**config.mk**
```make
export PLATFORM = sky130hd
export DESIGN_NAME = reg_mask_scanner
export DESIGN_NICKNAME = d
export VERILOG_FILES = /design/src/rtl/reg_mask_scanner.sv
export SDC_FILE = /design/constraint.sdc
export NUM_CORES = 1
export LEC_CHECK = 0
export CAP_MARGIN = 10
export CORE_ASPECT_RATIO = 1.75
export CORE_UTILIZATION = 55
export CTS_BUF_LIST = sky130_fd_sc_hd__clkbuf_4 sky130_fd_sc_hd__clkbuf_8
export CTS_CLUSTER_SIZE = 14
export DETAILED_ROUTE_END_ITERATION = 12
export HOLD_SLACK_MARGIN = 0.1
export PLACE_DENSITY = 0.83
export RECOVER_POWER = 25
export SYNTH_ARGS = -nofsm -noshare
export SYNTH_HDL_FRONTEND = slang
export SYNTH_SLANG_ARGS = --single-unit
```
**constraint.sdc**
```tcl
create_clock -name clk -period 6.8 [get_ports clk]
set_input_delay 1.02 -clock clk [delete_from_list [all_inputs] [get_ports clk]]
set_output_delay 1.02 -clock clk [all_outputs]
set_load 0.01 [all_outputs]
```
**src/rtl/reg_mask_scanner.sv**
```systemverilog
// Sequential multi-hot mask scanner: emits the index of each set bit of a captured
// mask, one per valid/ready handshake, in LSB-first or MSB-first priority order.
module reg_mask_scanner #(
  parameter int unsigned WIDTH     = 32,
  parameter int unsigned IDX_W     = $clog2(WIDTH),
  parameter bit          LSB_FIRST = 1'b1
) (
  input  logic             clk,
  input  logic             rst,
  input  logic             load,
  input  logic [WIDTH-1:0] mask_in,
  input  logic             abort,
  output logic             busy,
  output logic             out_valid,
  input  logic             out_ready,
  output logic [IDX_W-1:0] code,
  output logic             last,
  output logic [IDX_W:0]   remaining,
  output logic             done
);

  localparam int unsigned CNT_W = IDX_W + 1;

  typedef enum logic {IDLE, SCAN} state_t;

  state_t             state;
  logic [WIDTH-1:0]   pending;
  logic               done_q;
  logic [IDX_W-1:0]   sel;
  logic [CNT_W-1:0]   cnt;

  // Priority select over pending; the last match in loop order wins.
  always_comb begin
    sel = '0;
    if (LSB_FIRST) begin
      for (int i = int'(WIDTH) - 1; i >= 0; i--) begin
        if (pending[i]) sel = IDX_W'(i);
      end
    end else begin
      for (int i = 0; i < int'(WIDTH); i++) begin
        if (pending[i]) sel = IDX_W'(i);
      end
    end
  end

  // Popcount of pending; needs IDX_W+1 bits so an all-ones mask fits.
  always_comb begin
    cnt = '0;
    for (int i = 0; i < int'(WIDTH); i++) begin
      cnt = cnt + CNT_W'(pending[i]);
    end
  end

  // Pending is kept at zero whenever the FSM is idle, so code/last/remaining read 0 there.
  assign busy      = (state == SCAN);
  assign out_valid = (state == SCAN);
  assign code      = sel;
  assign last      = (cnt == CNT_W'(1));
  assign remaining = cnt;
  assign done      = done_q;

  always_ff @(posedge clk or posedge rst) begin
    if (rst) begin
      state   <= IDLE;
      pending <= '0;
      done_q  <= 1'b0;
    end else begin
      done_q <= 1'b0;
      case (state)
        IDLE: begin
          if (load && !abort) begin
            if (mask_in != '0) begin
              pending <= mask_in;
              state   <= SCAN;
            end else begin
              done_q <= 1'b1;
            end
          end
        end
        SCAN: begin
          // Abort wins over a coincident handshake and never raises done.
          if (abort) begin
            pending <= '0;
            state   <= IDLE;
          end else if (out_ready) begin
            if (last) begin
              pending <= '0;
              state   <= IDLE;
              done_q  <= 1'b1;
            end else begin
              pending <= pending & ~(WIDTH'(1) << sel);
            end
          end
        end
        default: begin
          pending <= '0;
          state   <= IDLE;
        end
      endcase
    end
  end

endmodule

```
* Word-level counts from Yosys, hierarchy flattened
Index checks and enable logic that the tools add are counted.
Operators by class: add/subtract/negate cells 31, equality and inequality tests 4, shifts and indexed selects 1, multiplexer cells 50, bitwise logic cells 3, reduce and logical (&&, ||, !) cells 4
Operators with widths (number):
- $mux W32 | 5
- $mux W5 | 32
- $add A6 B1 Y6 | 26
- $pmux W32 S2 | 1
- $and A32 B32 Y32 | 1
- $not A32 Y32 | 1
- $reduce_bool A32 Y1 | 1
- $shl A1 B5 Y32 const A | 1
- $mux W1 | 10
- $add A5 B1 Y6 | 1
- $eq A6 B1 Y1 const B | 1
- $add A4 B1 Y5 | 1
- $add A3 B1 Y4 | 1
- $ne A2 B2 Y1 const B | 2
- $pmux W1 S2 | 2
- $add A2 B1 Y3 | 1
- $ne A3 B3 Y1 const B | 1
- $reduce_and A3 Y1 | 1
- $add A1 B1 Y2 | 1
- $logic_and A1 B1 Y1 | 1
- $logic_not A1 Y1 | 1
- $not A1 Y1 | 1
Storage, ports and cells: bits in registers 34, input bits 37, output and inout port bits 15, word-level logic and storage cells 96

* Longest topological paths before layout
depth in word-level cells 39, depth in mapped cells 20, depth with buffers taken out 19

* Least setup slack after synthesis
OpenSTA, ideal clock, no wires.
kind reg2out, start point reg pending[23], end point out last, arrival time 4809 ps, required time 5780 ps, path slack 971 ps, stages on the path, launching flop included 18, path buffers 0, path through dfrtp_1 inv_1 fa_1 fa_1 inv_1 fa_1 inv_1 fa_1 fa_1 fa_1 inv_1 ha_1 inv_1 fa_1 xnor2_1 nor2_1 o21a_1 and3_1
Between the ends: cells in the longest elaborated chain, start to end 10
RTL lines:
- from (decl) | line 27 | logic [WIDTH-1:0] pending;
- from (signal assigned) | line 73 | pending <= mask_in;
- from (signal assigned) | line 91 | pending <= pending & ~(WIDTH'(1) << sel);
- $add A6 B1 Y6 (9 in a row) | line 50 | cnt = cnt + CNT_W'(pending[i]);
- via remaining[2] | line 18 | output logic [IDX_W:0] remaining,
- $eq A6 B1 Y1 | line 58 | assign last = (cnt == CNT_W'(1));
- to (decl) | line 17 | output logic last,
The timed path passes the listed nets, and every way through them passes these cells.

* Worst setup path in the final report
start point reg pending[17], end point out last
Between the ends: cells in the longest elaborated chain, start to end 16
RTL lines (line):
- $add A6 B1 Y6 (15 in a row) | 50
- $eq A6 B1 Y1 | 58
Every way passes these cells.

==> impl_metrics.ini <==
[sta]
finalSetupTns_ns = 0
hold_violations = 0
fin_skew_ns = 0.00688
setup-violations-final = 0
period_minus_slack_ns = 6.58
rsz0062_at_grt = no
slew_headroom = -0.226
max_freq_ghz = 0.152
drv_slew = 35
finalCritPeriodShare = 0.967
worst_pin_slew_ns = 1.84

[clock_tree]
cts_max_level = 2
clk_pin_slew_ns = 0.07
cts_sinks = 34
cts_buffers = 5
cts_root_buf = clkbuf_8
cts_tree = done
cts.path.max_buffers = 2
clk_latency_ns = 0.29
postCtsHoldBufs = 0

[synth]
avgSynthCellArea_um2 = 9.13
synth_most_common_cell = inv_1
synthTopCellsByArea = dfrtp_1 28%, fa_1 16%, a32o_1 5.6%
ys_types = 56
synth_edf_count = 0
synth_top_cell_area_share = 0.282
async_flop_share = 1.00
ys.flop_type = dfrtp_1
syn_nets = 398
synth-warning-count = 0
synth_cells = 330
ys_ff_latch = 34
synthTopCellsByCount = 42 x inv_1, 34 x dfrtp_1, 24 x fa_1
ys_seq_area_frac = 0.282
yosysTopAreaCell = dfrtp_1
syn-cell-area_um2 = 3010

[worst_hold_path]
min_from = pending[5]
holdCritPathClass = reg -> reg
hold_depth = 1
hold_path_end = pending[5]

[global_routing]
grt_pass1_wl_um = 15600
antenna_found_initial = 0
grt_max_degree = 35
grtUsageTotal = 0.362
grt_pass1_vias = 3166
grt_overflow_total = 0

[drt]
viasPerCell = 6.85
drc = 0
antenna_left = 0
vias = 3056
drt-initial-drc-count = 174
wl_per_cell_um = 22.0
dr.pass1.iters = 4
routed_wirelength_um = 9820

[layout]
drive_above_1_share = 0.0870
final_nets = 458
fill_cells = 415
diodes = 0
area_delta_synth_final_pct = 24.5

[setup_path]
critPathMaxStageDelay_ns = 0.54
cp_cell_sequence = fa_1 -> inv_1 -> fa_1 -> inv_1 -> fa_1 -> inv_1 -> fa_1 -> fa_1 -> fa_1 -> inv_1 -> ha_1 -> inv_1 -> fa_1 -> nand2b_1 -> a21oi_2 -> xnor2_2 -> and3_1 -> dlygate4sd2_1
cp-end-kind = output pin
rr_worst_depth = 21
cp_common_cell = fa_1
crit_path_max_fanout = 5
path_class = reg -> out
timing.rr.end = pending[21]
cp_data_arrival_time_ns = 5.56
worst_path_max_delay_cell = fa_1
start_kind = flip-flop
cp_data_required_time_ns = 5.78
timing.rr.start = pending[17]
worst-r2r-setup-slack_ns = 1.05

[floorplanning]
dieArea_um2 = 5790
num_rows = 35
io_pins = 52
initial_core_util = 0.573
die_h_um = 99.9
core_um2 = 5260
die_w_um = 58.0

[job]
cap_violations = 1

[run_status]
status = complete, but fails checks
violations = capacitance limit, slew limit

[placement]
port_buffers = 51
dp_hpwl_um = 7670
place.gp.congestion = 0.964
## through the flow
stage / cells / cell area [um2] / hold slack [ns] / worst slack, ns / util
global placement: 434 / 3620 / 0.552 / 0.245 / 0.688
global route: 446 / 3750 / 0.573 / 0.0206 / 0.714
CTS: 445 / 3730 / 0.559 / 0.179 / 0.711
detailed placement: 434 / 3620 / 0.545 / 0.160 / 0.688
floorplan: 330 / 3010 / 0.516 / 0.971 / -
finish: 446 / 3750 / 0.562 / 0.223 / 0.714
## how the worst max path moves through the flow
stage	from	endpoint	slack, ns	depth (start not counted)
finish	pending[17]	last	0.22	18
global route	pending[17]	last	0.02	18
CTS	pending[17]	remaining[4]	0.18	18
detailed placement	pending[23]	last	0.16	18
global placement	pending[23]	last	0.25	18
floorplan	pending[23]	last	0.97	17
## per-layer routing
layer	up-vias	GRT usage	share of wire	wire [um]
met5	-	0	0	0
met2	171	0.605	0.52	5100
met3	39	0.0464	0.065	643
met1	1476	0.441	0.36	3570
met4	0	0.205	0.052	507
li1	1370	-	-	-
## registers in the layout, indices dropped and copies added (netlist names)
name / flops
busy: 1
pending: 32
done: 1
## logic make-up after synthesis
logic type | share of synthesized area
xor+xnor | 0.00582
compound gates | 0.237
flops | 0.282
buf+inv | 0.0685
simple gates | 0.218
fa+ha+maj | 0.189
## final cells by class
type | instances | area, um2 | share of cell area
inverter | 43 | 161 | 0.0430
timing repair buffer | 64 | 606 | 0.161
multi-input combinational | 242 | 1970 | 0.525
sequential | 34 | 853 | 0.227
clock inverter | 1 | 5.00 | 0.00133
clock buffer | 7 | 90.1 | 0.0240
tap | 55 | 68.8 | 0.0183
## placed cells by master, fill, tap and decap left out, types with 2 or more instances in the layout
cell type / count
o221ai_1: 2
clkbuf_8: 6
fa_1: 24
o2111ai_1: 2
a22oi_1: 8
and3_1: 5
and2_1: 2
nand4_1: 4
ha_1: 7
dfrtp_1: 32
nor3b_1: 2
o21a_1: 2
nor4_1: 17
o21ai_0: 12
a211oi_1: 3
inv_1: 42
or2_2: 2
nor2_1: 22
o311ai_0: 11
or4_1: 6
clkdlybuf4s50_1: 48
buf_4: 12
a31oi_1: 2
nor3_1: 6
or3_1: 2
o211ai_1: 3
o21ai_1: 2
nand3_1: 11
nand2b_1: 6
a21oi_1: 7
nand2_1: 23
o211a_1: 4
dfrtp_2: 2
nand3b_1: 4
a32o_1: 17
## critical path: cells and delay by family (launching register included)
| family | cells | cell delay [ns] |
|---|---|---|
| DFF | 1 | 0.45 |
| xor gates and xnor gates | 1 | 0.15 |
| AOI/OAI and AO/OA | 1 | 0.18 |
| buffers and inverters | 6 | 0.57 |
| adders and majority gates | 8 | 3.49 |
| and+or+nand+nor | 2 | 0.42 |
## what timing repair did
action / CTS / global route
endpoints found under the setup margin: 1 / 2
hold endpoints to repair: 0 / 0
buffers inserted: 3 / 1
gates resized for setup: 3 / 3
pin swaps: 1 / 1
Power is left out: the tool's default activity adds up to more than one toggle a clock period on the data nets, which glitch-free logic cannot reach.
